==> config.mk <==
export PLATFORM = sky130hd
export DESIGN_NAME = axis_frame_averager
export DESIGN_NICKNAME = d
export VERILOG_FILES = /design/src/rtl/axis_frame_averager.sv
export SDC_FILE = /design/constraint.sdc
export NUM_CORES = 1
export LEC_CHECK = 0
export BUFFER_PORTS_ARGS = -buffer_cell sky130_fd_sc_hd__clkbuf_2
export CAP_MARGIN = 5
export CORE_UTILIZATION = 57
export DETAILED_ROUTE_END_ITERATION = 8
export PLACE_DENSITY = 0.81
export SLEW_MARGIN = 20
export SYNTH_ARGS = -nofsm -noshare
export SYNTH_HDL_FRONTEND = slang
export SYNTH_SLANG_ARGS = --single-unit
==> constraint.sdc <==
create_clock -name SYS_aclk -period 5 [get_ports SYS_aclk]
set_input_delay 1 -clock SYS_aclk [delete_from_list [all_inputs] [get_ports SYS_aclk]]
set_output_delay 1 -clock SYS_aclk [all_outputs]
set_load 0.02 [all_outputs]
==> src/rtl/axis_frame_averager.sv <==
// rtl/axis_frame_averager.sv - AXI-Stream multi-lane frame averager using BRAM read-modify-write
//
// Sums CHANNELS signed sample lanes per frame into an external simple-dual-port
// BRAM. A rising edge of AVG_trigger while ARMED starts a frame. Each accepted
// beat is read back from the BRAM, added to the stored sum and written back two
// cycles later. After AVG_frames_count frames the block parks in DONE.
//
// Ports:
//   SYS_aclk, SYS_aresetn         clock, asynchronous active-low reset
//   S_AXIS_tdata/tvalid/tready    sample stream (tready is 1 once out of reset)
//   AVG_trigger                   frame start, rising-edge sensitive
//   AVG_user_reset                synchronous restart to IDLE
//   AVG_samples_count/frames_count configuration, latched in IDLE
//   AVG_result_count              completed frames
//   AVG_busy, AVG_done            status
//   BRAM_PORTA_addr/rddata        read port, 1-cycle read latency
//   BRAM_PORTB_addr/wrdata/we     write port
//   AVG_overflow                  sticky clip flag (only with AVG_SATURATE_EN)
//
// Build option: define AVG_SATURATE_EN to saturate lane sums instead of wrapping.

module axis_frame_averager #(
  parameter int AXIS_TDATA_WIDTH = 32,
  parameter int CHANNELS         = 2,
  parameter int ACC_WIDTH        = 32,
  parameter int BRAM_ADDR_WIDTH  = 16
) (
  input  logic                            SYS_aclk,
  input  logic                            SYS_aresetn,
  input  logic [AXIS_TDATA_WIDTH-1:0]     S_AXIS_tdata,
  input  logic                            S_AXIS_tvalid,
  output logic                            S_AXIS_tready,
  input  logic                            AVG_trigger,
  input  logic                            AVG_user_reset,
  input  logic [15:0]                     AVG_samples_count,
  input  logic [15:0]                     AVG_frames_count,
  output logic [15:0]                     AVG_result_count,
  output logic                            AVG_busy,
  output logic                            AVG_done,
  output logic [BRAM_ADDR_WIDTH-1:0]      BRAM_PORTA_addr,
  input  logic [CHANNELS*ACC_WIDTH-1:0]   BRAM_PORTA_rddata,
  output logic [BRAM_ADDR_WIDTH-1:0]      BRAM_PORTB_addr,
  output logic [CHANNELS*ACC_WIDTH-1:0]   BRAM_PORTB_wrdata,
  output logic                            BRAM_PORTB_we
`ifdef AVG_SATURATE_EN
  ,
  output logic                            AVG_overflow
`endif
);

  localparam int LANE_W = AXIS_TDATA_WIDTH / CHANNELS;
  localparam int BRAM_W = CHANNELS * ACC_WIDTH;
  // Wide enough for the 16-bit count and for 2^BRAM_ADDR_WIDTH itself.
  localparam int SQ_W   = (BRAM_ADDR_WIDTH + 1 > 17) ? BRAM_ADDR_WIDTH + 1 : 17;
  localparam logic [SQ_W-1:0] SQ_ONE = SQ_W'(1);

  typedef enum logic [2:0] {
    S_IDLE,
    S_ARMED,
    S_ACCUMULATE,
    S_DRAIN,
    S_DONE
  } state_e;

  state_e state_q, state_d;

  logic                        tready_q;
  logic                        trig_q;
  logic                        drain_q;
  logic [SQ_W-1:0]             samples_q, samples_d, samples_ext, samples_lim;
  logic [SQ_W-1:0]             idx_q;
  logic [15:0]                 frames_q;
  logic [15:0]                 result_count_q, result_inc;
  logic [BRAM_ADDR_WIDTH-1:0]  addr_a_q, addr2_q, addr_b_q;
  logic [AXIS_TDATA_WIDTH-1:0] samp1_q, samp2_q;
  logic                        v1_q, v2_q, we_q;
  logic [BRAM_W-1:0]           wrdata_q, wrdata_d;
  logic                        accept, trig_edge, last_sample, first_frame;

`ifdef AVG_SATURATE_EN
  localparam int SUM_W = ACC_WIDTH + 1;
  logic signed [SUM_W-1:0] lane_sum, lane_rd;
  logic                    ovf_d, ovf_q;
  assign AVG_overflow = ovf_q;
`endif

  // Frame length is clipped to the BRAM depth.
  assign samples_ext = {{(SQ_W-16){1'b0}}, AVG_samples_count};
  assign samples_lim = SQ_ONE << BRAM_ADDR_WIDTH;
  assign samples_d   = (samples_ext > samples_lim) ? samples_lim : samples_ext;

  assign accept      = (state_q == S_ACCUMULATE) && S_AXIS_tvalid && tready_q;
  assign trig_edge   = AVG_trigger && !trig_q;
  assign last_sample = (idx_q == samples_q - SQ_ONE);
  assign result_inc  = result_count_q + 16'd1;
  // result_count only moves at the end of DRAIN, so it is stable for a whole frame.
  assign first_frame = (result_count_q == 16'd0);

  assign S_AXIS_tready     = tready_q;
  assign AVG_result_count  = result_count_q;
  assign BRAM_PORTA_addr   = addr_a_q;
  assign BRAM_PORTB_addr   = addr_b_q;
  assign BRAM_PORTB_wrdata = wrdata_q;
  assign BRAM_PORTB_we     = we_q;

  // State register
  always_ff @(posedge SYS_aclk or negedge SYS_aresetn) begin
    if (!SYS_aresetn) begin
      state_q <= S_IDLE;
    end else begin
      state_q <= state_d;
    end
  end

  // Next-state logic
  always_comb begin
    state_d = state_q;
    if (AVG_user_reset) begin
      state_d = S_IDLE;
    end else begin
      case (state_q)
        S_IDLE: begin
          if (AVG_samples_count != 16'd0 && AVG_frames_count != 16'd0) begin
            state_d = S_ARMED;
          end
        end
        S_ARMED: begin
          if (trig_edge) begin
            state_d = S_ACCUMULATE;
          end
        end
        S_ACCUMULATE: begin
          if (accept && last_sample) begin
            state_d = S_DRAIN;
          end
        end
        S_DRAIN: begin
          if (drain_q) begin
            state_d = (result_inc == frames_q) ? S_DONE : S_ARMED;
          end
        end
        S_DONE:  state_d = S_DONE;
        default: state_d = S_IDLE;
      endcase
    end
  end

  // Status outputs
  always_comb begin
    AVG_busy = 1'b0;
    AVG_done = 1'b0;
    case (state_q)
      S_ACCUMULATE, S_DRAIN: AVG_busy = 1'b1;
      S_DONE:                AVG_done = 1'b1;
      default: ;
    endcase
  end

  // Per-lane sum of the delayed sample and the word read back from the BRAM.
  // The first frame after a restart ignores whatever the BRAM holds.
  always_comb begin
    wrdata_d = '0;
`ifdef AVG_SATURATE_EN
    ovf_d    = 1'b0;
    lane_sum = '0;
    lane_rd  = '0;
    for (int k = 0; k < CHANNELS; k++) begin
      lane_rd  = first_frame ? '0 : SUM_W'($signed(BRAM_PORTA_rddata[k*ACC_WIDTH +: ACC_WIDTH]));
      lane_sum = SUM_W'($signed(samp2_q[k*LANE_W +: LANE_W])) + lane_rd;
      // One guard bit: disagreement with the sign bit means out of range.
      if (lane_sum[SUM_W-1] != lane_sum[SUM_W-2]) begin
        ovf_d = 1'b1;
        wrdata_d[k*ACC_WIDTH +: ACC_WIDTH] = lane_sum[SUM_W-1] ?
          {1'b1, {(ACC_WIDTH-1){1'b0}}} : {1'b0, {(ACC_WIDTH-1){1'b1}}};
      end else begin
        wrdata_d[k*ACC_WIDTH +: ACC_WIDTH] = lane_sum[ACC_WIDTH-1:0];
      end
    end
`else
    for (int k = 0; k < CHANNELS; k++) begin
      wrdata_d[k*ACC_WIDTH +: ACC_WIDTH] =
        ACC_WIDTH'($signed(samp2_q[k*LANE_W +: LANE_W])) +
        (first_frame ? '0 : BRAM_PORTA_rddata[k*ACC_WIDTH +: ACC_WIDTH]);
    end
`endif
  end

  // Datapath: accept (addr/lanes) -> wait for read data -> write back.
  always_ff @(posedge SYS_aclk or negedge SYS_aresetn) begin
    if (!SYS_aresetn) begin
      tready_q       <= 1'b0;
      trig_q         <= 1'b0;
      drain_q        <= 1'b0;
      samples_q      <= '0;
      frames_q       <= '0;
      idx_q          <= '0;
      result_count_q <= '0;
      addr_a_q       <= '0;
      addr2_q        <= '0;
      addr_b_q       <= '0;
      samp1_q        <= '0;
      samp2_q        <= '0;
      v1_q           <= 1'b0;
      v2_q           <= 1'b0;
      we_q           <= 1'b0;
      wrdata_q       <= '0;
`ifdef AVG_SATURATE_EN
      ovf_q          <= 1'b0;
`endif
    end else begin
      tready_q <= 1'b1;
      trig_q   <= AVG_trigger;
      if (AVG_user_reset) begin
        // Squash everything in flight; BRAM contents are left as they are.
        drain_q        <= 1'b0;
        idx_q          <= '0;
        result_count_q <= '0;
        v1_q           <= 1'b0;
        v2_q           <= 1'b0;
        we_q           <= 1'b0;
`ifdef AVG_SATURATE_EN
        ovf_q          <= 1'b0;
`endif
      end else begin
        if (state_q == S_IDLE) begin
          samples_q      <= samples_d;
          frames_q       <= AVG_frames_count;
          result_count_q <= '0;
        end
        if (state_q == S_ARMED) begin
          idx_q   <= '0;
          drain_q <= 1'b0;
        end
        if (accept) begin
          idx_q    <= idx_q + SQ_ONE;
          addr_a_q <= idx_q[BRAM_ADDR_WIDTH-1:0];
          samp1_q  <= S_AXIS_tdata;
        end
        v1_q    <= accept;
        v2_q    <= v1_q;
        samp2_q <= samp1_q;
        addr2_q <= addr_a_q;
        we_q    <= v2_q;
        if (v2_q) begin
          addr_b_q <= addr2_q;
          wrdata_q <= wrdata_d;
`ifdef AVG_SATURATE_EN
          ovf_q    <= ovf_q | ovf_d;
`endif
        end
        if (state_q == S_DRAIN) begin
          drain_q <= ~drain_q;
          if (drain_q) begin
            result_count_q <= result_inc;
          end
        end
      end
    end
  end

endmodule
# Word-level counts from Yosys, hierarchy flattened
# Cells that the tools add are included.
dict set report classes {
  addsub 5
  multipliers 0
  n_div 0
  n_lt_le_gt_ge 1
  eq_ne 10
  shifts 0
  muxes 25
  bitwise_logic 2
  n_reduce_logical 17
}
# operator count
set ops {}
lappend ops {{$mux 17} 4}
lappend ops {{$add 32x32->32} 2}
lappend ops {{$mux 16} 4}
lappend ops {{$mux 32} 2}
lappend ops {{$reduce_bool 16->1} 2}
lappend ops {{$mux 3} 6}
lappend ops {{$add 17x1->17 const B} 1}
lappend ops {{$eq 17x17->1} 1}
lappend ops {{$gt 16x17->1 const B} 1}
lappend ops {{$sub 17x1->17 const B} 1}
lappend ops {{$add 16x1->16 const B} 1}
lappend ops {{$eq 16x16->1} 1}
lappend ops {{$logic_not 16->1} 1}
lappend ops {{$pmux 3 s5} 1}
lappend ops {{$ne 3x3->1 const B} 3}
lappend ops {{$mux 1} 8}
lappend ops {{$eq 3x2->1 const B} 2}
lappend ops {{$reduce_and 2->1} 3}
lappend ops {{$reduce_bool 3->1} 2}
lappend ops {{$logic_and 1x1->1} 5}
lappend ops {{$reduce_and 4->1} 1}
lappend ops {{$eq 3x1->1 const B} 1}
lappend ops {{$eq 3x3->1 const B} 1}
lappend ops {{$logic_not 3->1} 1}
lappend ops {{other kinds (4)} 5}
dict set report word_totals {
  regBits 251
  latchBits 0
  mem_bits_rw 0
  rom_bits 0
  input_bits 133
  out_inout_bits 116
  word_cells 77
  memories 0
}

# Depth between registers and ports, before layout
dict set report depth {
  word_depth 7
  ltp_mapped 17
  depth_no_buf 16
}

# Worst setup path before layout
# Ideal clock, no wire load.
dict set report synth_timing {
  path_type {register to register}
  from {register result_count_q[0], in the netlist AVG_result_count[0]}
  to {register wrdata_q[62], in the netlist BRAM_PORTB_wrdata[62]}
  setup_time_ns 0.128
  t_arrival_ns 3.830
  required_time_ns 4.872
  slack_ns 1.042
  path_stages_with_launch 17
  n_path_buf 0
  synth_period_minus_slack_ns 3.958
  cell_sequence {dfrtp_1 inv_1 ha_1 nor4b_1 nand4_1 and2_1 ha_1 fa_1 a211oi_1 o21ai_1 a21boi_1 nor4_1 or4b_1 a31o_2 a21oi_1 or4_1 nand3_1}
}
dict set report synth_between {
  elab_chain_len 3
}
# item line_no
set synth_rtl {}
lappend synth_rtl {{start: declaration} 73} ;# logic [15:0] result_count_q, result_inc;
lappend synth_rtl {{start signal: assignment} 254} ;# result_count_q <= result_inc;
lappend synth_rtl {{$logic_not 16->1} 97} ;# assign first_frame = (result_count_q == 16'd0);
lappend synth_rtl {{$mux 32} 183} ;# (first_frame ? '0 : BRAM_PORTA_rddata[k*ACC_WIDTH +: ACC_WIDTH]);
lappend synth_rtl {{$add 32x32->32} 182} ;# ACC_WIDTH'($signed(samp2_q[k*LANE_W +: LANE_W])) +
lappend synth_rtl {{end signal: assignment} 246} ;# wrdata_q <= wrdata_d;
lappend synth_rtl {{end: declaration} 77} ;# logic [BRAM_W-1:0] wrdata_q, wrdata_d;
# No other way between the ends.
# A chain may end at the register's enable or synchronous reset.

# Final worst setup path
# Ends and elaborated chain as after synthesis.

==> impl_metrics.py <==
metrics = {
    "cells_and_area": {
        "layout.nets": 2005,
        "n_antenna_cell": 0,
        "layout-drive-gt1-share": 0.2193,
        "syn_to_final_growth_pct": 16.71,
        "final_cells": 2148,
    },
    "sta": {
        "fin_crit_sh": 0.8545,
        "clock.fmax_mhz": 234.1,
        "finalWorstSetupSlack_ns": 0.7276,
        "hold_viol_final": 0,
        "skew_ns": 0.02535,
        "fin_setup_tns_ns": 0,
        "tightest_slew_ns": 0.9493,
        "report.final.setup_viol": 0,
        "relSlewSlack": 0.3632,
        "slew_violations": 0,
        "period_minus_slack_ns": 4.272,
        "rsz0062_at_grt": "no",
    },
    "outcome": {
        "status": "finished clean",
    },
    "job": {
        "maxCapViolCount": 0,
    },
    "power_and_ir_drop": {
        "ir_drop_v": 0.0004029,
        "clkPwrFrac": 0.288,
        "swShare": 0.3482,
        "power.switching_uw": 2531,
        "power_uw": 7269,
        "p_comb_frac": 0.309,
        "p_seq_frac": 0.404,
        "p_per_area_nw_per_um2": 433.3,
        "p_leak_uw": 0.008527,
        "intPower_uw": 4738,
    },
    "route": {
        "postRouteAntennaNets": 0,
        "via_count": 12370,
        "routed_wl_um": 37020,
        "drc": 0,
        "viasPerCell": 5.760,
        "wl_per_cell_um": 17.24,
        "drt-pass1-iter-count": 6,
        "first_iter_violations": 842,
    },
    "critical_path": {
        "r2r_setup_slack_ns": 0.73,
        "crit_path_start_kind": "flip-flop",
        "crit_arrival_ns": 4.69,
        "crit_fanout": 27,
        "cp.required_ns": 5.41,
        "worstSetupPathType": "flip-flop to flip-flop",
        "critPathCaptureType": "flip-flop",
    },
    "place": {
        "pre_cts_ws_ns": 0.7748,
        "dp_cells": 2099,
        "dp_hpwl_um": 26750,
        "portBuffers": 248,
        "place_congestion": 0.9202,
    },
    "die": {
        "rows": 57,
        "die_y_um": 160.8,
        "pin_count": 249,
        "die_w_um": 160.8,
        "start_util": 0.5858,
        "coreArea_um2": 24530,
        "dieArea_um2": 25850,
    },
    "clock_network": {
        "cts_tree": "yes",
        "cts-root-buf": "clkbuf_16",
        "cts_setup_buffers": 0,
        "cts_resized": 0,
        "clockBufferDepth": 3,
        "cts_max_level": 1,
        "cts-buffers-inserted": 27,
        "hold_buffers": 0,
        "cts.clk_slew.worst_paths_ns": 0.06,
        "clk_latency_ns": 0.56,
        "cts_sinks": 250,
    },
    "synth": {
        "ys.flop_type": "dfrtp_1",
        "seq_area_frac_synth": 0.4353,
        "ys_ff_latch": 250,
        "yosys.area.top_type": "dfrtp_1",
        "async_reset_ff_frac": 1.000,
        "synthCells": 1592,
        "syn-num-nets": 1793,
        "yosys.area.top_type_share": 0.4353,
        "yosys_warnings": 0,
        "synth_cell_type_count": 70,
        "synth_area_um2": 14370,
        "synthTopCellsByArea": "dfrtp_1, nand2_1, mux2_2",
        "synth_edf_count": 0,
        "syn_area_per_cell_um2": 9.028,
    },
    "global_route": {
        "grt_pass1_wl_um": 60170,
        "first_global_vias": 11870,
        "overflow": 0,
        "grt_max_degree": 113,
        "antenna_found_initial": 0,
        "gr-usage-all-layers": 0.2860,
    },
    "min_path": {
        "min_path_type": "flip-flop to flip-flop",
    },
}
## logic make-up (layout without fill, tap and decap cells)
kind of cell,after synthesis,in the layout,synth area share
compound gates,343,343,0.1437
xor+xnor,99,99,0.06033
fa+ha+maj,68,68,0.06024
buf+inv,105,337,0.02838
flops,250,250,0.4353
mux,78,78,0.06103
other cells,1,1,0.0002609
simple gates,648,648,0.2108
## critical path, stage by stage (launching register included)
cell and delay, ns:
dfrtp_1 0.44, inv_1 0.12, ha_1 0.16, nor4b_1 0.24, nand4_1 0.13, buf_4 0.25
and2_1 0.20, ha_1 0.22, fa_1 0.44, a211oi_1 0.29, o21ai_1 0.16, a21boi_1 0.24
nor4_1 0.12, or4b_1 0.51, a31o_2 0.26, a21oi_1 0.16, or4_1 0.12, nand3_1 0.08
## per-stage QoR
stage | hold slack, ns | utilization | instance area, um2
floorplan | 0.4331 | - | 14370
global placement | 0.4449 | 0.6455 | 15840
detailed placement | 0.4502 | 0.6455 | 15840
CTS | 0.4666 | 0.6837 | 16770
global route | 0.4880 | 0.6838 | 16770
finish | 0.4642 | 0.6838 | 16770
## power by group through the flow
stage | logic [uW] | clock network, uW | registers [uW]
after floorplan | 1630 | 0 | 2890
after global placement | 2150 | 0 | 2940
after detailed placement | 2210 | 0 | 2970
after CTS | 2240 | 2120 | 2930
after global routing | 2490 | 2200 | 3000
final | 2240 | 2090 | 2940
## sequential cells by signal, summed over array words and instances, names as in the netlist, 3 cells and up
register / count
addr2_q: 16
BRAM_PORTB_wrdata: 64
state_q: 3
frames_q: 16
idx_q: 17
AVG_result_count: 16
samples_q: 16
BRAM_PORTA_addr: 16
samp2_q: 32
samp1_q: 32
BRAM_PORTB_addr: 16
## Yosys cell counts (7+ instances only)
cell type / count
a31oi_1: 15
nand3_1: 35
buf_1: 9
clkbuf_1: 60
mux2_2: 77
o31ai_1: 10
a21oi_1: 75
o21a_1: 9
o21ai_0: 128
nand2_1: 329
nor2_1: 88
inv_1: 29
and3_1: 22
nand4_1: 14
a21o_1: 24
and2_1: 64
o21bai_1: 8
a211oi_1: 15
o21ai_1: 15
nor3_1: 27
xor2_1: 46
nand2b_1: 10
dfrtp_1: 250
ha_1: 66
nor2b_1: 7
nor4_1: 15
xnor2_1: 53
## cell usage in the layout (no fill, tap or decap), types with 22 or more instances in the layout
cell type | synthesis | layout
a21o_1 | 24 | 24
a21oi_1 | 75 | 75
and2_1 | 64 | 64
and3_1 | 22 | 22
clkbuf_16 | 0 | 27
clkbuf_2 | 0 | 246
dfrtp_1 | 250 | 250
ha_1 | 66 | 66
inv_1 | 29 | 28
mux2_2 | 77 | 77
nand2_1 | 329 | 329
nand3_1 | 35 | 35
nor2_1 | 88 | 88
nor3_1 | 27 | 26
o21ai_0 | 128 | 128
xnor2_1 | 53 | 53
xor2_1 | 46 | 46
## layer usage
metal,vias to the layer above,part of all wire,global-route usage
met2,393,0.47,0.4711
met4,0,0.035,0.1042
met3,87,0.052,0.04106
met1,5929,0.44,0.3849
li1,5964,-,-
met5,-,0,0
## worst paths after layout
path / from / to / depth (start not counted)
hold / removal: addr2_q[7]$_DFFE_PN0N_ / BRAM_PORTB_addr[7]$_DFFE_PN0P_ / 2
min in group asynchronous: SYS_aresetn / BRAM_PORTB_wrdata[55]$_DFFE_PN0P_ / 1
max in group asynchronous: SYS_aresetn / BRAM_PORTB_wrdata[11]$_DFFE_PN0P_ / 2
hold reg to reg: addr2_q[7]$_DFFE_PN0N_ / BRAM_PORTB_addr[7]$_DFFE_PN0P_ / 2
setup reg to reg: AVG_result_count[0]$_DFF_PN0_ / BRAM_PORTB_wrdata[62]$_DFFE_PN0P_ / 17
setup / recovery: AVG_result_count[0]$_DFF_PN0_ / BRAM_PORTB_wrdata[62]$_DFFE_PN0P_ / 17
## cell type report
type,count,area (um2)
inverters,30,113.9
multi-input cells,1237,7722
clock buffers,38,787.0
fillers,2032,7759
repair buffers,258,1339
clock inverters,11,151.4
well taps,324,405.4
flip-flops and latches,250,6256
Note: power is estimated with default switching activity, not from simulation.
